**config.mk**
```make
export PLATFORM = sky130hd
export DESIGN_NAME = if_fetch_ctrl
export DESIGN_NICKNAME = d
export VERILOG_FILES = /design/src/rtl/if_fetch_ctrl_pkg.sv /design/src/rtl/if_fetch_ctrl_slot.sv /design/src/rtl/if_fetch_ctrl.sv
export SDC_FILE = /design/constraint.sdc
export NUM_CORES = 1
export LEC_CHECK = 0
export ABC_AREA = 1
export BUFFER_PORTS_ARGS = -buffer_cell sky130_fd_sc_hd__buf_2
export CAP_MARGIN = 20
export CORE_UTILIZATION = 55
export CTS_CLUSTER_SIZE = 20
export DETAILED_ROUTE_END_ITERATION = 10
export GPL_TIMING_DRIVEN = 0
export PLACE_DENSITY = 0.85
export SYNTH_ARGS = -nofsm -noshare
export SYNTH_HDL_FRONTEND = slang
export SYNTH_SLANG_ARGS = --single-unit
```
**constraint.sdc**
```tcl
create_clock -name clk_i -period 4.7 [get_ports clk_i]
set_clock_uncertainty 0.05 [all_clocks]
set_input_delay 0 -clock clk_i [delete_from_list [all_inputs] [get_ports clk_i]]
set_output_delay 0 -clock clk_i [all_outputs]
set_load 0.05 [all_outputs]
```
**src/rtl/if_fetch_ctrl_pkg.sv**
```systemverilog
// Shared fetch-stage definitions: widths, reset PC and fetch FSM encodings.
// Imported by the fetch controller and its slot register.
package if_fetch_ctrl_pkg;
   localparam int IF_XLEN = 32;
   localparam int INSTR_WIDTH = 32;
   localparam logic [31:0] IF_RESET_PC = 32'h8000_0000;

   localparam logic [2:0] ST_IDLE  = 3'd0;
   localparam logic [2:0] ST_REQ   = 3'd1;
   localparam logic [2:0] ST_WAIT  = 3'd2;
   localparam logic [2:0] ST_JWAIT = 3'd3;
   localparam logic [2:0] ST_DROP  = 3'd4;

   typedef enum logic [2:0] {
      IDLE  = ST_IDLE,
      REQ   = ST_REQ,
      WAIT  = ST_WAIT,
      JWAIT = ST_JWAIT,
      DROP  = ST_DROP
   } fetch_state_e;

   // Static prediction: jal always taken, conditional branch taken only when backward.
   function automatic logic predict_taken(input logic jal, input logic jalr,
                                          input logic branch, input logic imm_neg);
      return !jalr && (jal || (branch && imm_neg));
   endfunction
endpackage

```
**src/rtl/if_fetch_ctrl_slot.sv**
```systemverilog
// One-entry IF->ID holding register with load, consume and flush.
// Flush wins over load; a load in the same cycle as a consume keeps the slot full.
module if_slot
   import if_fetch_ctrl_pkg::*;
#(
   parameter int XLEN = IF_XLEN
) (
   input  logic                   clk,
   input  logic                   srst,
   input  logic                   load,
   input  logic                   flush,
   input  logic                   consume,
   input  logic [INSTR_WIDTH-1:0] ld_instr,
   input  logic [XLEN-1:0]        ld_pc,
   input  logic                   ld_pred,
   output logic                   valid,
   output logic [INSTR_WIDTH-1:0] instr,
   output logic [XLEN-1:0]        pc,
   output logic                   pred_taken
);
   logic                   valid_reg;
   logic [INSTR_WIDTH-1:0] instr_reg;
   logic [XLEN-1:0]        pc_reg;
   logic                   pred_reg;

   always_ff @(posedge clk) begin
      if (srst) begin
         valid_reg <= 1'b0;
         instr_reg <= '0;
         pc_reg    <= '0;
         pred_reg  <= 1'b0;
      end else if (flush) begin
         valid_reg <= 1'b0;
      end else if (load) begin
         valid_reg <= 1'b1;
         instr_reg <= ld_instr;
         pc_reg    <= ld_pc;
         pred_reg  <= ld_pred;
      end else if (consume) begin
         valid_reg <= 1'b0;
      end
   end

   assign valid      = valid_reg;
   assign instr      = instr_reg;
   assign pc         = pc_reg;
   assign pred_taken = pred_reg;
endmodule

```
**src/rtl/if_fetch_ctrl.sv**
```systemverilog
// Fetch-stage sequencer: one outstanding imem request, static next-PC prediction,
// EX redirects with in-flight response dropping, and a one-entry slot toward ID.
module if_fetch_ctrl
   import if_fetch_ctrl_pkg::*;
#(
   parameter int              XLEN     = IF_XLEN,
   parameter logic [XLEN-1:0] RESET_PC = XLEN'(IF_RESET_PC)
) (
   input  logic                   clk_i,
   input  logic                   rst_i,
   output logic                   imem_req_valid_o,
   input  logic                   imem_req_ready_i,
   output logic [XLEN-1:0]        imem_req_addr_o,
   input  logic                   imem_rsp_valid_i,
   input  logic [INSTR_WIDTH-1:0] imem_rsp_instr_i,
   output logic [INSTR_WIDTH-1:0] mdec_instr_o,
   input  logic                   mdec_jal_i,
   input  logic                   mdec_jalr_i,
   input  logic                   mdec_branch_i,
   input  logic [XLEN-1:0]        mdec_imm_i,
   input  logic                   ex_redirect_i,
   input  logic [XLEN-1:0]        ex_redirect_pc_i,
   input  logic                   id_ready_i,
   output logic                   if_valid_o,
   output logic [INSTR_WIDTH-1:0] if_instr_o,
   output logic [XLEN-1:0]        if_pc_o,
   output logic                   if_pred_taken_o
);
   fetch_state_e    state_reg, state_next;
   logic [XLEN-1:0] fetch_pc_reg, fetch_pc_next;
   logic            slot_free;
   logic            req_fire;
   logic            rsp_load;
   logic            rsp_pred;

   // A new request may only go out if its response can land in the slot.
   assign slot_free        = !if_valid_o || id_ready_i;
   assign imem_req_valid_o = (state_reg == REQ) && slot_free;
   assign imem_req_addr_o  = fetch_pc_reg;
   assign req_fire         = imem_req_valid_o && imem_req_ready_i;
   assign mdec_instr_o     = imem_rsp_instr_i;
   assign rsp_pred         = predict_taken(mdec_jal_i, mdec_jalr_i, mdec_branch_i,
                                           mdec_imm_i[XLEN-1]);
   assign rsp_load         = (state_reg == WAIT) && imem_rsp_valid_i && !ex_redirect_i;

   always_ff @(posedge clk_i) begin
      if (rst_i) begin
         state_reg    <= IDLE;
         fetch_pc_reg <= RESET_PC;
      end else begin
         state_reg    <= state_next;
         fetch_pc_reg <= fetch_pc_next;
      end
   end

   always_comb begin
      state_next    = state_reg;
      fetch_pc_next = fetch_pc_reg;
      case (state_reg)
         IDLE:    state_next = REQ;
         REQ:     if (req_fire) state_next = WAIT;
         WAIT: begin
            if (imem_rsp_valid_i) begin
               if (mdec_jalr_i) begin
                  state_next = JWAIT;
               end else begin
                  state_next    = REQ;
                  fetch_pc_next = rsp_pred ? fetch_pc_reg + mdec_imm_i
                                           : fetch_pc_reg + XLEN'(4);
               end
            end
         end
         JWAIT:   state_next = JWAIT;
         DROP:    if (imem_rsp_valid_i) state_next = REQ;
         default: state_next = IDLE;
      endcase

      // A response still owed by memory must be swallowed before fetching the target.
      if (ex_redirect_i) begin
         fetch_pc_next = ex_redirect_pc_i;
         if (((state_reg == WAIT || state_reg == DROP) && !imem_rsp_valid_i) ||
             (state_reg == REQ && req_fire))
            state_next = DROP;
         else
            state_next = REQ;
      end
   end

   if_slot #(.XLEN(XLEN)) u_slot (
      .clk        (clk_i),
      .srst       (rst_i),
      .load       (rsp_load),
      .flush      (ex_redirect_i),
      .consume    (id_ready_i),
      .ld_instr   (imem_rsp_instr_i),
      .ld_pc      (fetch_pc_reg),
      .ld_pred    (rsp_pred),
      .valid      (if_valid_o),
      .instr      (if_instr_o),
      .pc         (if_pc_o),
      .pred_taken (if_pred_taken_o)
   );
endmodule

```
==> summary.txt <==
Outcome
  • Status: complete, but fails checks
  • Failing checks: negative hold slack

Route
  • Drt first pass iters: 5
  • Initial DRC Count: 936
  • Post-route ant nets: 0
  • DR WL/cell: 15.85 um
  • Vias per inst: 5.343
  • Vias after detailed routing: 9387
  • Drt total wl: 27.85 mm
  • Drc violations: 0

Floorplan
  • Site Rows: 42
  • I/O pins: 236
  • Die area: 0.01417 mm^2
  • Initial Util: 56.65%
  • Core Footprint: 0.01330 mm^2
  • Horizontal die dimension: 119.0 um
  • Die H: 119.0 um

Clock network
  • Post-CTS Hold Buffers: 54
  • Skew-Pair Late Insertion Delay: 0.35 ns
  • Root Buffer: clkbuf_16
  • CTS Buffer Depth: 2
  • Setup Fix Bufs, Post-CTS: 0
  • # clock sinks: 101
  • PostCTS Resize Cnt: 0
  • Clk slew on worst S/H paths: 0.07 ns
  • CTS tree: done
  • CTS buffer count: 9
  • H-tree depth: 3

Critical path
  • Setup crit start kind: register
  • CP required: 4.93 ns
  • Arr. time, crit path: 2.67 ns
  • CP endpoint kind: register
  • Worst Path Max Fanout: 7
  • CP Class: reg2reg

Layout
  • Post-Layout Cell Count: 1757
  • Nets: 1714
  • N_diodes: 0
  • Ratio of cells with drive above 1 in the final layout: 20.87%
  • Area growth syn-to-layout: 29.80%
  • Most frequent cells in the layout: 363 x nand2_1, 250 x buf_2, 211 x nor2_1
  • Commonest non-fill, non-tap cell in the layout: nand2_1

Yosys
  • Post-synth cell types: 38
  • Post-synthesis cell count: 1278
  • Cell Area, Synth: 0.007532 mm^2
  • Seq/Total Area, Yosys: 26.84%
  • Most area-hungry cell type in the Yosys netlist: dfxtp_1
  • Ys Warns: 0
  • Synthesized Nets: 1416
  • Post-synthesis register bit count: 101
  • Syn_area_per_cell: 5.894 um^2
  • Synth top area share: 26.84%
  • Ranking of synthesized cells by area: dfxtp_1 27%, nand2_1 18%, nor2_1 11%

STA
  • Setup ws final: 2.258 ns
  • Worst rel slew slack: 44.99%
  • FMAX: 409.4 MHz
  • Hold slack: -0.001691 ns
  • Final Setup Violations: 0
  • Setup TNS: 0 ns
  • Final Cycle Share: 51.96%
  • Worst slew pin tran: 0.8251 ns
  • Final hold viol count: 1
  • Minimum clock period: 2.442 ns
  • Pins Over Slew Limit: 0
  • RSZ-0062 raised after global routing: false

Power and ir drop
  • Power density over the cells: 259.6 mW/mm^2
  • Peak supply drop: 192.6 uV
  • Leak: 5.376 nW
  • Total power: 2.538 mW

Global routing
  • Total Routing Usage GR: 38.82%
  • Largest net degree at the start of global routing: 19
  • Antenna violations before repair: 0
  • Vias in the first global route: 8469
  • First-pass GRT wire length: 43.13 mm
  • Congestion Overflow GR: 0

Placement
  • Placed cells: 1687
  • Port Buf Inserts: 233
  • Final HPWL DP: 20.97 mm
  • Gpl congestion: 0.9661
  • Dpl ws: 2.359 ns

Flow run
  • Maxcap violations: 0

Min path
  • Hold crit path type: in2reg
==> metrics by stage <==
stage | utilization, % | cell area (um^2) | hold WS (ns)
floorplan | - | 7532 | 0.08491
global placement | 67.08 | 8919 | 0.1895
detailed placement | 67.08 | 8919 | 0.1967
CTS | 73.54 | 9777 | 0.001685
global route | 73.54 | 9777 | 0.02940
finish | 73.54 | 9777 | -0.001691
==> cells by family after synthesis <==
group                    Yosys count  share of synthesized area, %
flip-flops                       101                         26.84
buffers and inverters            230                         13.39
XOR/XNOR                          21                         2.442
AO/OA/AOI/OAI                    214                         14.82
AND/OR/NAND/NOR                  679                         36.93
adder cells (fa/ha/maj)           33                         5.581
==> per-layer routing <==
layer  global-route usage, %  routed length (um)  up-vias  part of all wire [%]
met5                       0                   0        -                     0
met2                   63.08               12770      506                    46
met1                   51.56               11580     4190                    42
met3                   5.556                2611       82                   9.4
li1                        -                   -     4609                     -
met4                   15.43                 886        0                   3.2
==> power by group <==
part	switching [mW]	internal, mW	total (mW)
Sequential	0.0563	0.887	0.943
Combinational	0.535	0.263	0.798
Clock	0.358	0.438	0.796
==> critical path, cell delays in order, from the launching register on <==
cell and delay [ns]:
dfxtp_1 0.54, ha_1 0.36, nand2_1 0.10, nand2_1 0.08, a21oi_1 0.30, nand3_1 0.29
nand2_1 0.19, nand2_1 0.07, nand2_1 0.06, nand3_1 0.09, nand2_1 0.09, nand2_1 0.05
a21oi_1 0.11
==> synth_stat cells, drive strengths merged <==
library cell  instances
a31oi                 2
dfxtp               101
nand2               367
a22o                  1
a221oi                1
o31ai                 1
buf                  53
nand4                 5
o211ai                3
o21ai                90
clkbuf               22
a21o                  1
nor3                 16
nand3                58
ha                   32
fa                    1
o21bai                5
inv                 154
nand3b                9
nor2                219
xor2                 18
clkinv                1
o32ai                 1
xnor2                 3
a211oi                1
or2                   5
a21oi               108
==> area by class of cell <==
class | instances | area [um^2]
Buffer | 75 | 426.7
Clock buffer | 10 | 239.0
Clock inverter | 6 | 78.83
Fill cell | 1098 | 3518
Inverter | 155 | 581.8
Multi-Input combinational cell | 947 | 4502
Sequential cell | 101 | 2022
Tap cell | 176 | 220.2
Timing Repair Buffer | 287 | 1707
==> final timing paths <==
kind | startpoint | end | slack, ns | depth (start not counted)
min reg2reg | state_reg[1]$_SDFFE_PP0P_ | state_reg[1]$_SDFFE_PP0P_ | 0.46 | 2
min | ex_redirect_pc_i[21] | imem_req_addr_o[21]$_SDFFE_PP0P_ | -0.002 | 5
max reg2reg | imem_req_addr_o[8]$_SDFFE_PP0P_ | imem_req_addr_o[27]$_SDFFE_PP0P_ | 2.26 | 12
max | imem_req_addr_o[8]$_SDFFE_PP0P_ | imem_req_addr_o[27]$_SDFFE_PP0P_ | 2.26 | 12
Power figures use the tool's default switching activity.
